[config.mk]
export PLATFORM = sky130hd
export DESIGN_NAME = toffoli_cascade_engine
export DESIGN_NICKNAME = d
export VERILOG_FILES = /design/src/rtl/toffoli_cascade_engine.sv
export SDC_FILE = /design/constraint.sdc
export NUM_CORES = 1
export LEC_CHECK = 0
export ABC_AREA = 0
export CORE_ASPECT_RATIO = 1.1
export CORE_UTILIZATION = 55
export CTS_CLUSTER_SIZE = 25
export DETAILED_ROUTE_END_ITERATION = 16
export GPL_TIMING_DRIVEN = 0
export PLACE_DENSITY = 0.74
export SYNTH_ARGS = -nofsm -noshare
export SYNTH_HDL_FRONTEND = slang
export SYNTH_SLANG_ARGS = --single-unit
[constraint.sdc]
create_clock -name clk -period 10.04 [get_ports clk]
set_clock_uncertainty 0.2 [all_clocks]
set_input_delay 1.506 -clock clk [delete_from_list [all_inputs] [get_ports clk]]
set_output_delay 1.506 -clock clk [all_outputs]
set_load 0.1 [all_outputs]
[src/rtl/toffoli_cascade_engine.sv]
// Time-multiplexed Toffoli cascade: applies a programmable gate table to a word,
// one gate per clock, forward or reverse, with valid/ready handshakes on both sides.
module toffoli_cascade_engine #(
    parameter int WIDTH = 8,
    parameter int DEPTH = 16
) (
    input  logic                        clk,
    input  logic                        rst,
    input  logic                        cfg_we,
    input  logic [$clog2(DEPTH)-1:0]    cfg_addr,
    input  logic [$clog2(WIDTH)-1:0]    cfg_c1,
    input  logic [$clog2(WIDTH)-1:0]    cfg_c2,
    input  logic [$clog2(WIDTH)-1:0]    cfg_t,
    input  logic                        in_valid,
    output logic                        in_ready,
    input  logic [WIDTH-1:0]            in_data,
    input  logic [$clog2(DEPTH):0]      in_count,
    input  logic                        in_dir,
    output logic                        out_valid,
    input  logic                        out_ready,
    output logic [WIDTH-1:0]            out_data,
    output logic                        out_err
);
    localparam int IDXW  = $clog2(WIDTH);
    localparam int ADDRW = $clog2(DEPTH);

    localparam logic [1:0] S_IDLE = 2'd0;
    localparam logic [1:0] S_RUN  = 2'd1;
    localparam logic [1:0] S_DONE = 2'd2;

    localparam logic [ADDRW:0] DEPTH_N = (ADDRW + 1)'(DEPTH);
    localparam logic [IDXW:0]  WIDTH_N = (IDXW + 1)'(WIDTH);

    logic [1:0]       r_state;
    logic [WIDTH-1:0] r_word;
    logic             r_err;
    logic             r_dir;
    logic [ADDRW-1:0] r_ptr;
    logic [ADDRW:0]   r_rem;

    logic [DEPTH-1:0] r_tv;
    logic [IDXW-1:0]  r_tc1 [DEPTH];
    logic [IDXW-1:0]  r_tc2 [DEPTH];
    logic [IDXW-1:0]  r_tt  [DEPTH];

    logic [ADDRW:0]   w_n;
    logic [ADDRW:0]   w_nm1;
    logic             w_valid;
    logic             w_legal;
    logic [IDXW-1:0]  w_c1;
    logic [IDXW-1:0]  w_c2;
    logic [IDXW-1:0]  w_t;
    logic [WIDTH-1:0] w_word_next;

    assign in_ready  = (r_state == S_IDLE);
    assign out_valid = (r_state == S_DONE);
    assign out_data  = r_word;
    assign out_err   = r_err;

    assign w_n   = (in_count > DEPTH_N) ? DEPTH_N : in_count;
    assign w_nm1 = w_n - 1'b1;

    assign w_valid = r_tv[r_ptr];
    assign w_c1    = r_tc1[r_ptr];
    assign w_c2    = r_tc2[r_ptr];
    assign w_t     = r_tt[r_ptr];
    assign w_legal = ({1'b0, w_c1} < WIDTH_N) && ({1'b0, w_c2} < WIDTH_N) &&
                     ({1'b0, w_t} < WIDTH_N) && (w_c1 != w_t) && (w_c2 != w_t);

    // Illegal or unprogrammed entries leave the word untouched.
    always_comb begin
        w_word_next = r_word;
        if (w_valid && w_legal) begin
            w_word_next[w_t] = r_word[w_t] ^ (r_word[w_c1] & r_word[w_c2]);
        end
    end

    always_ff @(posedge clk or posedge rst) begin
        if (rst) begin
            r_tv <= '0;
            for (int i = 0; i < DEPTH; i++) begin
                r_tc1[i] <= '0;
                r_tc2[i] <= '0;
                r_tt[i]  <= '0;
            end
        end else if (cfg_we && (r_state == S_IDLE)) begin
            r_tv[cfg_addr]  <= 1'b1;
            r_tc1[cfg_addr] <= cfg_c1;
            r_tc2[cfg_addr] <= cfg_c2;
            r_tt[cfg_addr]  <= cfg_t;
        end
    end

    always_ff @(posedge clk or posedge rst) begin
        if (rst) begin
            r_state <= S_IDLE;
            r_word  <= '0;
            r_err   <= 1'b0;
            r_dir   <= 1'b0;
            r_ptr   <= '0;
            r_rem   <= '0;
        end else begin
            case (r_state)
                S_IDLE: begin
                    if (in_valid) begin
                        r_word  <= in_data;
                        r_dir   <= in_dir;
                        r_err   <= 1'b0;
                        r_rem   <= w_n;
                        r_ptr   <= in_dir ? w_nm1[ADDRW-1:0] : '0;
                        r_state <= (w_n == '0) ? S_DONE : S_RUN;
                    end
                end
                S_RUN: begin
                    r_word <= w_word_next;
                    if (w_valid && !w_legal) begin
                        r_err <= 1'b1;
                    end
                    r_rem <= r_rem - 1'b1;
                    // Pointer holds on the last gate so it never wraps.
                    if (r_rem == 1) begin
                        r_state <= S_DONE;
                    end else begin
                        r_ptr <= r_dir ? (r_ptr - 1'b1) : (r_ptr + 1'b1);
                    end
                end
                S_DONE: begin
                    if (out_ready) begin
                        r_state <= S_IDLE;
                    end
                end
                default: r_state <= S_IDLE;
            endcase
        end
    end
endmodule

==> impl_metrics.ini <==
[worst_hold_path]
holdPathStages = 1
min-delay-start = r_tv[1]$_DFFE_PP0P_
worstHoldEndpoint = r_tv[1]$_DFFE_PP0P_
hold_class = reg -> reg

[logic_synthesis]
syn_avg_cell_area_sq_um = 13.51
netlist_top_cells_area = dfrtp_1 (49%), mux2_2 (18%), mux4_2 (9.5%)
synthAdderAreaFrac_pct = 1.028
ys_ff_latch = 181
netlist_top_cells_count = dfrtp_1 (181), mux2_2 (147), mux4_2 (39)
synthSimpleGateAreaFrac_pct = 7.019
synthFlopType = dfrtp_1
synth_edf_count = 0
synth_top_family_by_area = multiplexers
yosys.area.top_type_share_pct = 48.96
synth_top_area_cell = dfrtp_1
synth-compound-area-share_pct = 5.302
synth_cells = 685
synth_xor_area_share_pct = 2.543
post_synth_num_cell_types = 65
ys_seq_area_share_pct = 48.96
yosysMostFrequentCell = dfrtp_1
synth_nets = 724
synth.area.mux_share_pct = 32.55
synthArstFlopShare_pct = 100.0
synth_warnings = 0
synthesis.area_sq_um = 9251

[critical_path]
critPathArrivalTime_ns = 2.36
timing.rr.end = out_data[0]$_DFFE_PP0P_
worstPathRequired_ns = 8.33
crit_path_top_delay_cell = clkdlybuf4s50_1
path_cells = nor2_1 > clkdlybuf4s50_1
path_class = reg -> out
ff2ff_path_depth = 10
worstReg2RegStart = r_ptr[1]$_DFFE_PP0P_
cp_max_fo = 6
r2r_setup_slack_ns = 6.16
cp-end-kind = primary output
cpPeakStageDelay_ns = 1.20
start_kind = flip-flop

[sta]
finalCritPeriodShare_pct = 40.54
timing.fmax_mhz = 245.7
hold_violations = 0
setup-tns-final_ns = 0
fin_crit_ns = 4.070
finalMaxSlewViolations = 11
relSlewSlack_pct = -1.187
holdWs_ns = 0.2711
setup_ws_ns = 5.970
rsz0062_at_grt = no
tightest_slew_ns = 1.512
setup_viol = 0

[clocking]
path_clk_slew_ns = 0.07
cts.sinks = 181
cts_tree = yes
cts.path.max_buffers = 2
hold_buffers = 0
htreeDepth = 4
clock-root-buffer = clkbuf_16
cts_made_buffers = 17
cts_resized = 0
cts_setup_buffers = 0
clock_latency_ns = 0.44

[global_route]
antenna_found_initial = 0
grt_pass1_wl_um = 37540
track_usage_pct = 28.89
overflow = 0
grt_max_degree = 139
grt_pass1_vias = 6683

[detailed_routing]
routed_wl_um = 23570
avgViaCountPerCell = 6.436
post-route-drc-count = 8
ant_nets = 0
drtIter0Drc = 562
drt_first_pass_iters = 12
routedWlPerCell_um = 24.43
vias = 6211

[floorplanning]
io_pins = 43
die_y_um = 138.0
rows = 49
die_width_um = 125.7
core_area_sq_um = 16430
start_util_pct = 56.31
die_area_sq_um = 17340

[placement]
gp_congestion = 0.8913
place_ws_ns = 5.878
dp_cells = 933
portBuffers = 40
post-dp-hpwl_um = 16070

[power]
ir_drop_v = 0.0002030
p_leak_uw = 0.004661
power_density_nw_per_um2 = 366.0

[finish]
fin_cells = 965
nNetsFinal = 787
area_growth_pct = 13.92
drive_gt1_share_pct = 34.30
diodes = 0

[job]
drv_cap = 1

[status]
violations = DRC, capacitance limit, slew limit
status = finished, violations left
## cells in the final DEF, fill, tap and decap left out, drive strengths merged, types with 4 or more instances in the layout
cell type,count
nor2,21
clkdlybuf4s50,40
o21ai,11
inv,12
xnor2,11
buf,22
a221oi,4
o31ai,5
and2,5
mux2i,36
nor2b,6
dfrtp,181
mux4,41
a22o,4
a21oi,18
clkinv,7
nand2,37
mux2,151
xor2,15
nand3,13
nor3,5
clkbuf,42
o41ai,5
nand2b,16
ha,6
a31oi,5
or2,8
## state kept, by name, summed over array words and instances, names as in the netlist, 2 cells and up
name      flops
r_tc1        48
r_tt         48
r_rem         5
r_tv         16
r_tc2        48
out_data      8
r_ptr         4
r_state       2
## worst max-delay path, delay by kind of cell, from the launching register on
family | cells | cell delay (ns)
flops | 1 | 0.43
simple gates | 1 | 0.30
buf+inv | 1 | 1.20
## cell families (layout without fill, tap and decap cells)
group,Yosys count,count (layout)
mux,228,228
flops,181,181
simple gates,125,125
compound gates,70,70
buf+inv,48,124
xor+xnor,26,26
fa+ha+maj,7,7
## power by group
| part | switching, uW | internal (uW) | leakage, uW |
|---|---|---|---|
| combinational | 1030 | 890 | 0.00208 |
| sequential | 233 | 1070 | 0.00231 |
| clock | 287 | 345 | 0.000275 |
## layout make-up
| type | count | area, sq um |
|---|---|---|
| plain buffers | 37 | 198.9 |
| clock buffers | 23 | 488.0 |
| clock inverters | 9 | 68.82 |
| fillers | 1186 | 5892 |
| inverters | 11 | 48.80 |
| multi-input cells | 456 | 4492 |
| flip-flops and latches | 181 | 4529 |
| well taps | 204 | 255.2 |
| repair buffers | 44 | 457.9 |
## worst max-delay path by stage
stage | startpoint | end | slack (ns) | cells past startpoint
floorplan | rst | out_data[0]$_DFFE_PP0P_ | 3.42 | 1
global placement | rst | r_tc2[47]$_DFFE_PP0P_ | 1.64 | 2
CTS | r_state[0]$_DFFE_PP0P_ | in_ready | 5.98 | 2
finish | r_state[0]$_DFFE_PP0P_ | in_ready | 5.97 | 2
detailed placement | cfg_we | r_tc2[45]$_DFFE_PP0P_ | 5.88 | 7
global route | r_state[0]$_DFFE_PP0P_ | in_ready | 5.85 | 2
## stage by stage
step                      cell area (sq um)  util [%]  total power, uW
after global routing                  10540     64.14             4057
after global placement                 9907     60.30             3103
after floorplan                        9251         -             2724
after detailed placement               9982     60.75             3204
final                                 10540     64.14             3857
after CTS                             10540     64.14             3841
## routing by layer
metal	track usage, %	part of all wire [%]	vias to the layer above
met5	0	0	-
met4	14.25	4.1	0
met3	5.379	5.4	66
met2	47.89	49	257
met1	36.57	41	3215
li1	-	-	2673
No activity file was read; power rests on OpenSTA's default activity.
